**config.mk**
```make
export PLATFORM = sky130hd
export DESIGN_NAME = conv_result_serializer
export DESIGN_NICKNAME = d
export VERILOG_FILES = /design/src/rtl/conv_result_serializer.sv
export SDC_FILE = /design/constraint.sdc
export NUM_CORES = 1
export LEC_CHECK = 0
export BUFFER_PORTS_ARGS = -buffer_cell sky130_fd_sc_hd__buf_2
export CORE_ASPECT_RATIO = 1.25
export CORE_UTILIZATION = 48
export CTS_CLUSTER_DIAMETER = 60
export DETAILED_ROUTE_END_ITERATION = 7
export GPL_TIMING_DRIVEN = 0
export MAX_ROUTING_LAYER = met4
export PLACE_DENSITY = 0.75
export SLEW_MARGIN = 5
export SYNTH_ARGS = -nofsm -noshare
export SYNTH_HDL_FRONTEND = slang
export SYNTH_SLANG_ARGS = --single-unit
```
**constraint.sdc**
```tcl
create_clock -name clk -period 5.45 [get_ports clk]
set_clock_uncertainty 0.2 [all_clocks]
set_input_delay 0.545 -clock clk [delete_from_list [all_inputs] [get_ports clk]]
set_output_delay 0.545 -clock clk [all_outputs]
set_load 0.005 [all_outputs]
```
**src/rtl/conv_result_serializer.sv**
```systemverilog
// conv_result_serializer: waits LATENCY edges after an accepted start, captures the
// 160-bit convolution result (five IEEE-754 singles) and streams it out one word per
// valid/ready handshake, word0 first.
// Optional feature: define CONV_SER_NAN_CHECK_EN to enable the sticky NaN detector;
// without it nan_flag is tied low and no detection logic exists.
module conv_result_serializer #(
   parameter int unsigned LATENCY = 8
) (
   input  logic         clk,
   input  logic         rst,
   input  logic         start,
   input  logic [159:0] result,
   input  logic         out_ready,
   output logic         out_valid,
   output logic [31:0]  out_data,
   output logic [2:0]   out_index,
   output logic         out_last,
   output logic         busy,
   output logic         done,
   output logic         overrun,
   output logic         nan_flag
);

   localparam logic [7:0] CntInit = 8'(LATENCY - 1);

   typedef enum logic [1:0] {StIdle, StWait, StSend} state_e;

   state_e         state_q, state_d;
   logic [7:0]     cnt_q, cnt_d;
   logic [159:0]   hold_q, hold_d;
   logic [2:0]     idx_q, idx_d;
   logic           done_q, done_d;
   logic           overrun_q, overrun_d;
   logic [31:0]    word_sel;

   // State, countdown, holding register and pulse registers
   always_ff @(posedge clk or posedge rst) begin
      if (rst) begin
         state_q   <= StIdle;
         cnt_q     <= '0;
         hold_q    <= '0;
         idx_q     <= '0;
         done_q    <= 1'b0;
         overrun_q <= 1'b0;
      end else begin
         state_q   <= state_d;
         cnt_q     <= cnt_d;
         hold_q    <= hold_d;
         idx_q     <= idx_d;
         done_q    <= done_d;
         overrun_q <= overrun_d;
      end
   end

   // Next-state logic: accept, count down, capture, then walk the five words
   always_comb begin
      state_d   = state_q;
      cnt_d     = cnt_q;
      hold_d    = hold_q;
      idx_d     = idx_q;
      done_d    = 1'b0;
      overrun_d = 1'b0;
      case (state_q)
         StIdle: begin
            if (start) begin
               state_d = StWait;
               cnt_d   = CntInit;
            end
         end
         StWait: begin
            // A start while a job is pending is dropped, only flagged
            overrun_d = start;
            if (cnt_q == 8'd0) begin
               hold_d  = result;
               idx_d   = 3'd0;
               state_d = StSend;
            end else begin
               cnt_d = cnt_q - 8'd1;
            end
         end
         StSend: begin
            // Includes a start coinciding with the final handshake
            overrun_d = start;
            if (out_ready) begin
               if (idx_q == 3'd4) begin
                  state_d = StIdle;
                  idx_d   = 3'd0;
                  done_d  = 1'b1;
               end else begin
                  idx_d = idx_q + 3'd1;
               end
            end
         end
         default: state_d = StIdle;
      endcase
   end

   // Word select from the holding register, word0 in the top bits
   always_comb begin
      word_sel = 32'd0;
      case (idx_q)
         3'd0:    word_sel = hold_q[159:128];
         3'd1:    word_sel = hold_q[127:96];
         3'd2:    word_sel = hold_q[95:64];
         3'd3:    word_sel = hold_q[63:32];
         3'd4:    word_sel = hold_q[31:0];
         default: word_sel = 32'd0;
      endcase
   end

   // Output decode; data is zeroed whenever nothing valid is presented
   always_comb begin
      out_valid = (state_q == StSend);
      busy      = (state_q != StIdle);
      out_index = idx_q;
      out_last  = out_valid && (idx_q == 3'd4);
      out_data  = out_valid ? word_sel : 32'd0;
      done      = done_q;
      overrun   = overrun_q;
   end

`ifdef CONV_SER_NAN_CHECK_EN
   logic nan_q;
   logic nan_any;

   // NaN: all-ones exponent with a non-zero mantissa in any of the five words
   always_comb begin
      nan_any = 1'b0;
      for (int i = 0; i < 5; i++) begin
         if ((result[32*i+23 +: 8] == 8'hFF) && (result[32*i +: 23] != 23'd0)) begin
            nan_any = 1'b1;
         end
      end
   end

   // Sticky flag: cleared by an accepted start, set at capture
   always_ff @(posedge clk or posedge rst) begin
      if (rst) begin
         nan_q <= 1'b0;
      end else if ((state_q == StIdle) && start) begin
         nan_q <= 1'b0;
      end else if ((state_q == StWait) && (cnt_q == 8'd0) && nan_any) begin
         nan_q <= 1'b1;
      end
   end

   assign nan_flag = nan_q;
`else
   assign nan_flag = 1'b0;
`endif

endmodule

```
==> impl_metrics.tcl <==
set metrics [dict create \
    grt_max_degree 41 \
    fmax_mhz 205 \
    cp-start-kind "flip-flop" \
    maxSlewViolCount 0 \
    relSlewSlack_pct 25.2 \
    vdd_drop_max_v 0.000267 \
    critPathLaunch "out_index[2]" \
    nets 1007 \
    rsz0062_at_grt "false" \
    synthMuxAreaShare_pct 24.9 \
    final_common_cell "buf_2" \
    yosys_warnings 0 \
    clock_tree.root_cell "clkbuf_16" \
    vias 5942 \
    synth_seq_cells 175 \
    synthAdderAreaFrac_pct 1.87 \
    avgViaCountPerCell 5.59 \
    fp-row-count 52 \
    synth-seq-area-share_pct 54.7 \
    synth-xor-area-share_pct 0.547 \
    reg2reg_slack_ns 2.74 \
    hp-class "primary input to asynchronous set/reset pin" \
    critPathArrivalTime_ns 4.12 \
    gp_congestion 0.849 \
    post-cts-setup-buffers 0 \
    max-cap-violations 0 \
    p_leak_nw 4.98 \
    final_cell_mix "205 x buf_2, 175 x dfrtp_1, 89 x mux2_1, 86 x mux2_2, 41 x a22oi_1" \
    stdcell_count 1063 \
    synth_top_family_by_area "multiplexers" \
    clock_latency_ns 0.43 \
    crit_fanout 10 \
    cts_tree "built" \
    h-tree-depth 4 \
    wl_per_cell_um 20.1 \
    critPathKind "flip-flop to output pin" \
    path_clk_slew_ns 0.06 \
    finalHoldViolCount 0 \
    grt_antenna_before_repair 4 \
    cp.required_ns 4.70 \
    wl_um 21400 \
    period_minus_slack_ns 4.87 \
    grt_overflow_total 0 \
    start_util_pct 49.2 \
    syn-mean-instance-area_um2 13.2 \
    die_area_mm2 0.0172 \
    synth_enable_flop_cells 0 \
    grt_first_pass_wirelength_um 33300 \
    finalSetupTns_ns 0 \
    layout-drive-gt1-share_pct 40.6 \
    area_growth_pct 24.5 \
    setup_viol_count_final 0 \
    reg2regPathDepth 8 \
    grt_pass1_vias 6135 \
    dp_hpwl_um 15300 \
    powerDensity_mw_per_mm2 474 \
    yosys.area_share.simple_pct 4.40 \
    syn_area_mm2 0.00801 \
    track_usage_pct 26.6 \
    firstDrtPassIters 5 \
    synth_compound_area_share_pct 9.58 \
    die_h_um 146 \
    io_buffers 202 \
    synth_top_flop_cell "dfrtp_1" \
    ys_types 43 \
    cts_sinks 175 \
    async_flop_share_pct 100 \
    route.detailed.drc 0 \
    timing.rr.start "cnt_q[0]" \
    syn-num-nets 782 \
    cts-resized-gates 0 \
    critPathCaptureType "output pin" \
    ioPinCount 205 \
    drt_iter0_drc 453 \
    cts_buffer_depth 2 \
    chipWidth_um 118 \
    r2r-end "hold_q[90]" \
    cts_made_buffers 17 \
    max_slew.worst_pin.slew_ns 1.11 \
    holdBufCountCts 0 \
    endpoint "out_data[0]" \
    fill_cells 1347 \
    fin_crit_sh_pct 89.3 \
    dpl.cell_count 1028 \
    netlist_instances 606 \
    core_area_mm2 0.0163 \
    dp_slack_ns 1.06 \
    status "complete, no violations" \
    timing.final.ws_setup_ns 0.583 \
    final_antenna_net_count 0 \
]
[per-stage QoR]
stage	util [%]	cell area [um^2]	total power, mW	hold slack (ns)
2_1_floorplan	-	8010	3.02	0.252
3_3_place_gp	57.1	9300	3.46	0.267
3_5_place_dp	57.6	9380	3.53	0.275
4_1_cts	61.2	9960	4.75	0.0776
5_1_grt	61.3	9970	5.00	0.120
6_report	61.3	9970	4.73	0.0659
[layer usage]
layer	vias to the layer above	global-route usage, %	share of wire (%)
met2	210	43.3	51
met4	0	11.7	2.6
met1	2995	32.7	42
li1	2695	-	-
met5	-	-	0
met3	42	4.30	4.7
[registers in the layout, summed over array words and instances, names as in the netlist]
name and cells:
hold_q 160, cnt_q 8, out_index 3, state_q 2
done 1, overrun 1
[kinds of logic (layout without fill, tap and decap cells)]
logic type / after synthesis / after routing
buf+inv: 57 / 294
compound gates: 106 / 106
fa+ha+maj: 12 / 12
simple gates: 73 / 73
other cells: 1 / 5
mux: 177 / 177
flops: 175 / 175
xor+xnor: 5 / 5
[worst min path at each step]
stage	from	endpoint	slack, ns	depth (start not counted)
floorplan	hold_q[31]	hold_q[31]	0.25	1
global placement	hold_q[32]	hold_q[32]	0.27	1
detailed placement	hold_q[106]	hold_q[106]	0.27	1
CTS	rst	hold_q[46]	0.08	2
global route	rst	hold_q[7]	0.12	2
finish	rst	hold_q[46]	0.07	2
[worst max-delay path, stage by stage, from the launching register on]
cell and delay, ns:
dfrtp_1 0.40, buf_2 0.29, buf_1 0.51, inv_1 0.10, ha_1 0.21, clkbuf_1 0.17
o41ai_1 1.03, clkbuf_1 0.64, a21oi_1 0.16, buf_2 0.18
[synth_stat cells (4+ instances only)]
library cell,n,area (um^2)
a21oi_1,16,80.1
a222oi_1,12,120
a22oi_1,41,308
a31oi_1,20,125
buf_4,8,60.1
buf_6,10,113
clkbuf_1,22,82.6
dfrtp_1,175,4380
ha_1,12,150
inv_1,11,41.3
mux2_1,89,1000
mux2_2,86,968
nand2_1,36,135
nand3_1,5,25.0
nor2_1,12,45.0
xor2_1,4,35.0
[power by group]
group	switching, mW	internal [mW]	leakage, nW
Clock	0.505	0.714	0.281
Combinational	0.759	0.672	2.37
Sequential	0.276	1.80	2.33
[layout make-up]
type                    count  area, um^2  area share [%]
plain buffers              46         282            2.82
well taps                 216         270            2.71
flip-flops and latches    175        4380            43.9
clock inverters             7         103            1.03
inverters                  11        45.0           0.452
multi-input cells         374        3310            33.2
repair buffers            206        1090            10.9
diodes                      4        10.0           0.100
clock buffers              24         482            4.83
Power figures use the tool's default switching activity.
